--- config.mk ---
export PLATFORM = sky130hd
export DESIGN_NAME = i2s_tx_flat
export DESIGN_NICKNAME = d
export VERILOG_FILES = /design/src/rtl/i2s_tx_if.sv /design/src/rtl/i2s_tx.sv /design/src/flat_wrapper.sv
export SDC_FILE = /design/constraint.sdc
export NUM_CORES = 1
export LEC_CHECK = 0
export BUFFER_PORTS_ARGS = -buffer_cell sky130_fd_sc_hd__buf_2
export CAP_MARGIN = 15
export CORE_UTILIZATION = 59
export CTS_BUF_LIST = sky130_fd_sc_hd__clkbuf_8
export DETAILED_ROUTE_END_ITERATION = 10
export PLACE_DENSITY = 0.87
export SLEW_MARGIN = 10
export SYNTH_ARGS = -nofsm -noshare
export SYNTH_HDL_FRONTEND = slang
export SYNTH_SLANG_ARGS = --single-unit
--- constraint.sdc ---
create_clock -name clk -period 2.1 [get_ports clk]
set_clock_uncertainty 0.15 [all_clocks]
set_input_delay 0.21 -clock clk [delete_from_list [all_inputs] [get_ports clk]]
set_output_delay 0.21 -clock clk [all_outputs]
set_load 0.05 [all_outputs]
--- src/rtl/i2s_tx_if.sv ---
// Stereo sample stream handshake between the synth core (master) and the I2S transmitter (slave).
interface i2s_tx_if #(
  parameter int DATA_W = 16
);
  logic [DATA_W-1:0] sample_l;
  logic [DATA_W-1:0] sample_r;
  logic              sample_valid;
  logic              sample_ready;

  modport master (output sample_l, sample_r, sample_valid, input  sample_ready);
  modport slave  (input  sample_l, sample_r, sample_valid, output sample_ready);
endinterface

--- src/rtl/i2s_tx.sv ---
// I2S transmitter: regenerates sclk from the lrck edges and shifts L/R samples MSB-first with a 1-bit delay.
// Optional I2S_TX_UNDERRUN_HOLD_EN: an underrun repeats the last transmitted pair instead of muting.
module i2s_tx #(
  parameter int DATA_W   = 16,
  parameter int SCLK_DIV = 4
) (
  input  logic      clk,
  input  logic      rst_n,
  input  logic      mclk_in,
  input  logic      lrck_in,
  i2s_tx_if.slave   s_if,
  output logic      mclk,
  output logic      lrck,
  output logic      sclk,
  output logic      sdata,
  output logic      underrun
);
  localparam int DIV_W = (SCLK_DIV > 1) ? $clog2(SCLK_DIV) : 1;
  localparam int CNT_W = $clog2(DATA_W + 1);

  logic              r_mclk, r_lrck_d, r_sclk, r_sdata, r_underrun, r_full;
  logic [DIV_W-1:0]  r_div;
  logic [CNT_W-1:0]  r_bitcnt;
  logic [DATA_W-1:0] r_buf_l, r_buf_r, r_shift, r_rlatch;
  logic [DATA_W-1:0] w_fill_l, w_fill_r;
  logic              w_edge, w_fall, w_rise, w_accept, w_div_end;

  assign w_edge    = lrck_in ^ r_lrck_d;
  assign w_fall    = w_edge & ~lrck_in;
  assign w_rise    = w_edge &  lrck_in;
  assign w_accept  = s_if.sample_valid & ~r_full;
  assign w_div_end = (r_div == DIV_W'(SCLK_DIV - 1));

  assign s_if.sample_ready = ~r_full;
  assign mclk     = r_mclk;
  assign lrck     = r_lrck_d;
  assign sclk     = r_sclk;
  assign sdata    = r_sdata;
  assign underrun = r_underrun;

`ifdef I2S_TX_UNDERRUN_HOLD_EN
  logic [DATA_W-1:0] r_last_l, r_last_r;

  always_ff @(posedge clk or negedge rst_n) begin
    if (!rst_n) begin
      r_last_l <= '0;
      r_last_r <= '0;
    end else if (w_fall && r_full) begin
      r_last_l <= r_buf_l;
      r_last_r <= r_buf_r;
    end
  end

  assign w_fill_l = r_last_l;
  assign w_fill_r = r_last_r;
`else
  assign w_fill_l = '0;
  assign w_fill_r = '0;
`endif

  // Holding buffer: ready only when empty, so accept and frame-start load never collide.
  always_ff @(posedge clk or negedge rst_n) begin
    if (!rst_n) begin
      r_full  <= 1'b0;
      r_buf_l <= '0;
      r_buf_r <= '0;
    end else if (w_accept) begin
      r_full  <= 1'b1;
      r_buf_l <= s_if.sample_l;
      r_buf_r <= s_if.sample_r;
    end else if (w_fall) begin
      r_full  <= 1'b0;
    end
  end

  always_ff @(posedge clk or negedge rst_n) begin
    if (!rst_n) begin
      r_mclk     <= 1'b0;
      r_lrck_d   <= 1'b0;
      r_sclk     <= 1'b0;
      r_sdata    <= 1'b0;
      r_underrun <= 1'b0;
      r_div      <= '0;
      r_bitcnt   <= '0;
      r_shift    <= '0;
      r_rlatch   <= '0;
    end else begin
      r_mclk     <= mclk_in;
      r_lrck_d   <= lrck_in;
      r_underrun <= 1'b0;

      if (w_fall) begin
        if (r_full) begin
          r_shift  <= r_buf_l;
          r_rlatch <= r_buf_r;
        end else begin
          r_shift    <= w_fill_l;
          r_rlatch   <= w_fill_r;
          r_underrun <= 1'b1;
        end
      end else if (w_rise) begin
        r_shift <= r_rlatch;
      end

      // Every lrck edge restarts the bit clock so sclk stays phase-locked to the frame.
      if (w_edge) begin
        r_div    <= '0;
        r_sclk   <= 1'b0;
        r_bitcnt <= '0;
        r_sdata  <= 1'b0;
      end else if (w_div_end) begin
        r_div  <= '0;
        r_sclk <= ~r_sclk;
        if (r_sclk) begin
          if (r_bitcnt < CNT_W'(DATA_W)) begin
            r_sdata  <= r_shift[DATA_W-1];
            r_shift  <= r_shift << 1;
            r_bitcnt <= r_bitcnt + 1'b1;
          end else begin
            r_sdata  <= 1'b0;
          end
        end
      end else begin
        r_div <= r_div + 1'b1;
      end
    end
  end
endmodule
--- src/flat_wrapper.sv ---
// flat-port wrapper written by rule: the top's interface ports become plain ports
module i2s_tx_flat 
#(
  parameter int DATA_W   = 16,
  parameter int SCLK_DIV = 4
)
  (clk, rst_n, mclk_in, lrck_in, mclk, lrck, sclk, sdata, underrun, s_if_sample_l, s_if_sample_r, s_if_sample_valid, s_if_sample_ready);
  i2s_tx_if #(.DATA_W(DATA_W)) s_if_i ();
  input  logic clk;
  input  logic rst_n;
  input  logic mclk_in;
  input  logic lrck_in;
  output logic mclk;
  output logic lrck;
  output logic sclk;
  output logic sdata;
  output logic underrun;
  input wire logic [$bits(s_if_i.sample_l)-1:0] s_if_sample_l;
  input wire logic [$bits(s_if_i.sample_r)-1:0] s_if_sample_r;
  input wire logic [$bits(s_if_i.sample_valid)-1:0] s_if_sample_valid;
  output wire logic [$bits(s_if_i.sample_ready)-1:0] s_if_sample_ready;
  assign s_if_i.sample_l = s_if_sample_l;
  assign s_if_i.sample_r = s_if_sample_r;
  assign s_if_i.sample_valid = s_if_sample_valid;
  assign s_if_sample_ready = s_if_i.sample_ready;
  i2s_tx #(.DATA_W(DATA_W), .SCLK_DIV(SCLK_DIV)) u_core (.clk(clk), .rst_n(rst_n), .mclk_in(mclk_in), .lrck_in(lrck_in), .s_if(s_if_i), .mclk(mclk), .lrck(lrck), .sclk(sclk), .sdata(sdata), .underrun(underrun));
endmodule
==> results.toml <==
[power]
switching_share_pct = 27.18
power_frac_clock_pct = 29.1
pwr-share-comb_pct = 20.2
internal_power_w = 0.003131
p_leak_nw = 1.866
cellPowerDensity_nw_per_um2 = 1038
seqPwrFrac_pct = 50.7
p_sw_w = 0.001168
max-vdd-ir-drop_v = 0.0006522

[layout]
stdcell_area_um2 = 4140
fillCellCount = 302
syn2layout_area_growth_pct = 26.39
drive_gt1_share_pct = 30.50
diodes = 0
final_net_count = 377
final_util_pct = 79.05

[clocking]
clkSinkCount = 77
cts_setup_buffers = 0
clock_latency_ns = 0.35
cts_buffers = 9
clock_path_buffers = 2
clkSlewWorstSetupHoldPaths_ns = 0.08
cts_tree = "yes"
htreeDepth = 3
cts-root-buf = "clkbuf_8"

[synth]
avgSynthCellArea_um2 = 12.60
ys_warn_count = 0
ys_top_cells_by_area = "dfrtp_1 (59%), mux2_2 (11%), a22o_1 (4.3%)"
synthArstFlopShare_pct = 100.0
post-synth-top-area-cell = "dfrtp_1"
netlist.area_leader.share_pct = 58.82
yosysUniqueCellTypes = 30
dominantRegCellSynth = "dfrtp_1"
synth_most_common_cell = "dfrtp_1"
synth_nets = 301
yosysSeqAreaShare_pct = 58.82
synth-seq-cells = 77
syn-cell-area_um2 = 3276
synth_edf_count = 0
synth_commonest_cells = "dfrtp_1 (77), mux2_2 (33), nand2_1 (19)"
synth_cells = 260

[sta]
worst_pin_slew_ns = 0.9439
fin_setup_tns_ns = 0
period_share_pct = 93.40
fmax_mhz = 509.9
slew_headroom_pct = 37.08
maxSlewViolCount = 0
min_period_ns = 1.961
rsz0062_at_grt = "no"
setup_violations = 0
hold_viol_final = 0

[critical_path]
r2r-start = "u_core.lrck$_DFF_PN0_"
crit_fanout = 22
path_class = "primary input to flop"
critical_path_arrival_ns = 2.06
reg2regPathDepth = 5
worstSetupStartpointType = "primary input"
regToRegSetupSlack_ns = 0.33
crit_required_ns = 2.20
crit_path_end_kind = "flop"
r2r-end = "u_core.r_shift[4]$_DFF_PN0_"

[drt]
viasPerCell = 5.535
drtPass1Iterations = 4
drt-total-wl_um = 6959
drt_iter0_drc = 158
vias = 2275
drtAntennaViolNets = 0
drc = 0
wl_per_cell_um = 16.93

[placed_design]
numPortBuffers = 42
place_area_um2 = 3557
gp_congestion = 0.7287
dpl.hpwl_um = 3887

[floorplanning]
pin_count = 43
dieArea_um2 = 5854
die_x_um = 76.51
core_um2 = 5238
fp-row-count = 26
die_y_um = 76.51
start_util_pct = 62.54

[min_path]
min-delay-start = "u_core.r_div[0]$_DFF_PN0_"
hold_class = "flop to flop"
worstHoldEndpoint = "u_core.r_div[0]$_DFF_PN0_"
holdPathStages = 1

[global_route]
antenna_found_initial = 0
grt-ovfl-total = 0
grt_max_degree = 78
grt_first_pass_wirelength_um = 11600
grt_pass1_vias = 2439
gr-usage-all-layers_pct = 26.36

[run]
cap_violations = 0

[run_status]
status = "complete, no violations"
[what timing repair did]
item,4_1_cts,5_1_grt
hold buffers,35,0
endpoints found under the hold margin,111,0
setup endpoints to repair,0,5
gates resized for setup,0,2
[state kept, by name (all words and copies together) (netlist names)]
signal and cells:
u_core.lrck 1, u_core.mclk 1, u_core.r_bitcnt 5, u_core.r_buf_l 16, u_core.r_buf_r 16, u_core.r_div 2, u_core.r_full 1, u_core.r_rlatch 16
u_core.r_shift 16, u_core.sclk 1, u_core.sdata 1, u_core.underrun 1
[through the flow]
step	setup slack (ns)	power, W	hold WS (ns)	instances
2_1_floorplan	0.2172	0.002726	-0.2356	260
3_3_place_gp	0.3695	0.002931	0.1689	360
3_5_place_dp	0.2821	0.002993	0.1700	360
4_1_cts	0.1084	0.004282	0.3017	411
5_1_grt	0.03603	0.004489	0.3206	411
6_report	0.1387	0.004299	0.3026	411
[worst max-delay path: stages]
cell	delay (ns)
dlygate4sd3_1	0.55
buf_2	0.15
inv_1	0.06
ha_2	0.32
and4b_1	0.27
buf_4	0.21
o31ai_1	0.28
[worst max-delay path by stage]
stage                                from  depth (start not counted)                           end
global route                      lrck_in                          8   u_core.r_shift[8]$_DFF_PN0_
detailed placement  u_core.lrck$_DFF_PN0_                          4   u_core.r_shift[4]$_DFF_PN0_
floorplan           u_core.lrck$_DFF_PN0_                          4  u_core.r_shift[14]$_DFF_PN0_
global placement    u_core.lrck$_DFF_PN0_                          4   u_core.r_shift[3]$_DFF_PN0_
CTS                               lrck_in                          7   u_core.r_shift[4]$_DFF_PN0_
finish                            lrck_in                          7   u_core.r_shift[4]$_DFF_PN0_
[logic make-up (layout without fill, tap and decap cells)]
| logic type | after synthesis | count (layout) | synth area share [%] |
|---|---|---|---|
| flip-flops | 77 | 77 | 58.82 |
| AO/OA/AOI/OAI | 65 | 65 | 14.13 |
| AND/OR/NAND/NOR | 50 | 50 | 8.365 |
| multiplexers | 36 | 36 | 12.41 |
| buffers and inverters | 25 | 106 | 3.934 |
| adder cells (fa/ha/maj) | 4 | 4 | 1.528 |
| XOR/XNOR | 3 | 3 | 0.8023 |
[cells in the final DEF (no fill, tap or decap), types with 2 or more instances in the layout]
cell type / count
o21ai_0: 3
inv_1: 5
o31ai_1: 13
buf_4: 8
bufinv_16: 2
buf_2: 41
buf_12: 2
clkinv_2: 2
dlygate4sd3_1: 35
nand2_1: 19
xnor2_1: 2
nand4b_1: 2
nor2b_1: 15
a22o_1: 16
and2_1: 5
dfrtp_1: 77
nand3_1: 3
clkbuf_8: 11
a21oi_1: 15
mux2i_1: 2
mux2_2: 33
a211oi_1: 14
ha_1: 3
[final cells by class]
cell class	instances	area, µm²	area share [%]
Timing Repair Buffer	86	655.6	15.84
Clock buffer	11	151.4	3.657
Inverter	4	15.01	0.3626
Tap cell	70	87.58	2.115
Sequential cell	77	1927	46.54
Clock inverter	5	73.82	1.783
Multi-Input combinational cell	158	1230	29.71
[metal layers]
metal / global-route usage, % / share of wire, % / vias to the layer above
met3: 5.389 / 3.1 / 10
li1: - / - / 1084
met2: 43.42 / 50 / 58
met4: 10.96 / 1.4 / 0
met1: 34.13 / 45 / 1123
met5: 0 / 0 / -
[power groups by stage]
| stage | Combinational (W) | Sequential [W] | Clock [W] |
|---|---|---|---|
| 5_1_grt | 0.000947 | 0.00222 | 0.00132 |
| 2_1_floorplan | 0.000623 | 0.00210 | 0 |
| 4_1_cts | 0.000859 | 0.00217 | 0.00125 |
| 3_5_place_dp | 0.000801 | 0.00219 | 0 |
| 3_3_place_gp | 0.000760 | 0.00217 | 0 |
| 6_report | 0.000869 | 0.00218 | 0.00125 |
No activity file was read; power rests on OpenSTA's default activity.
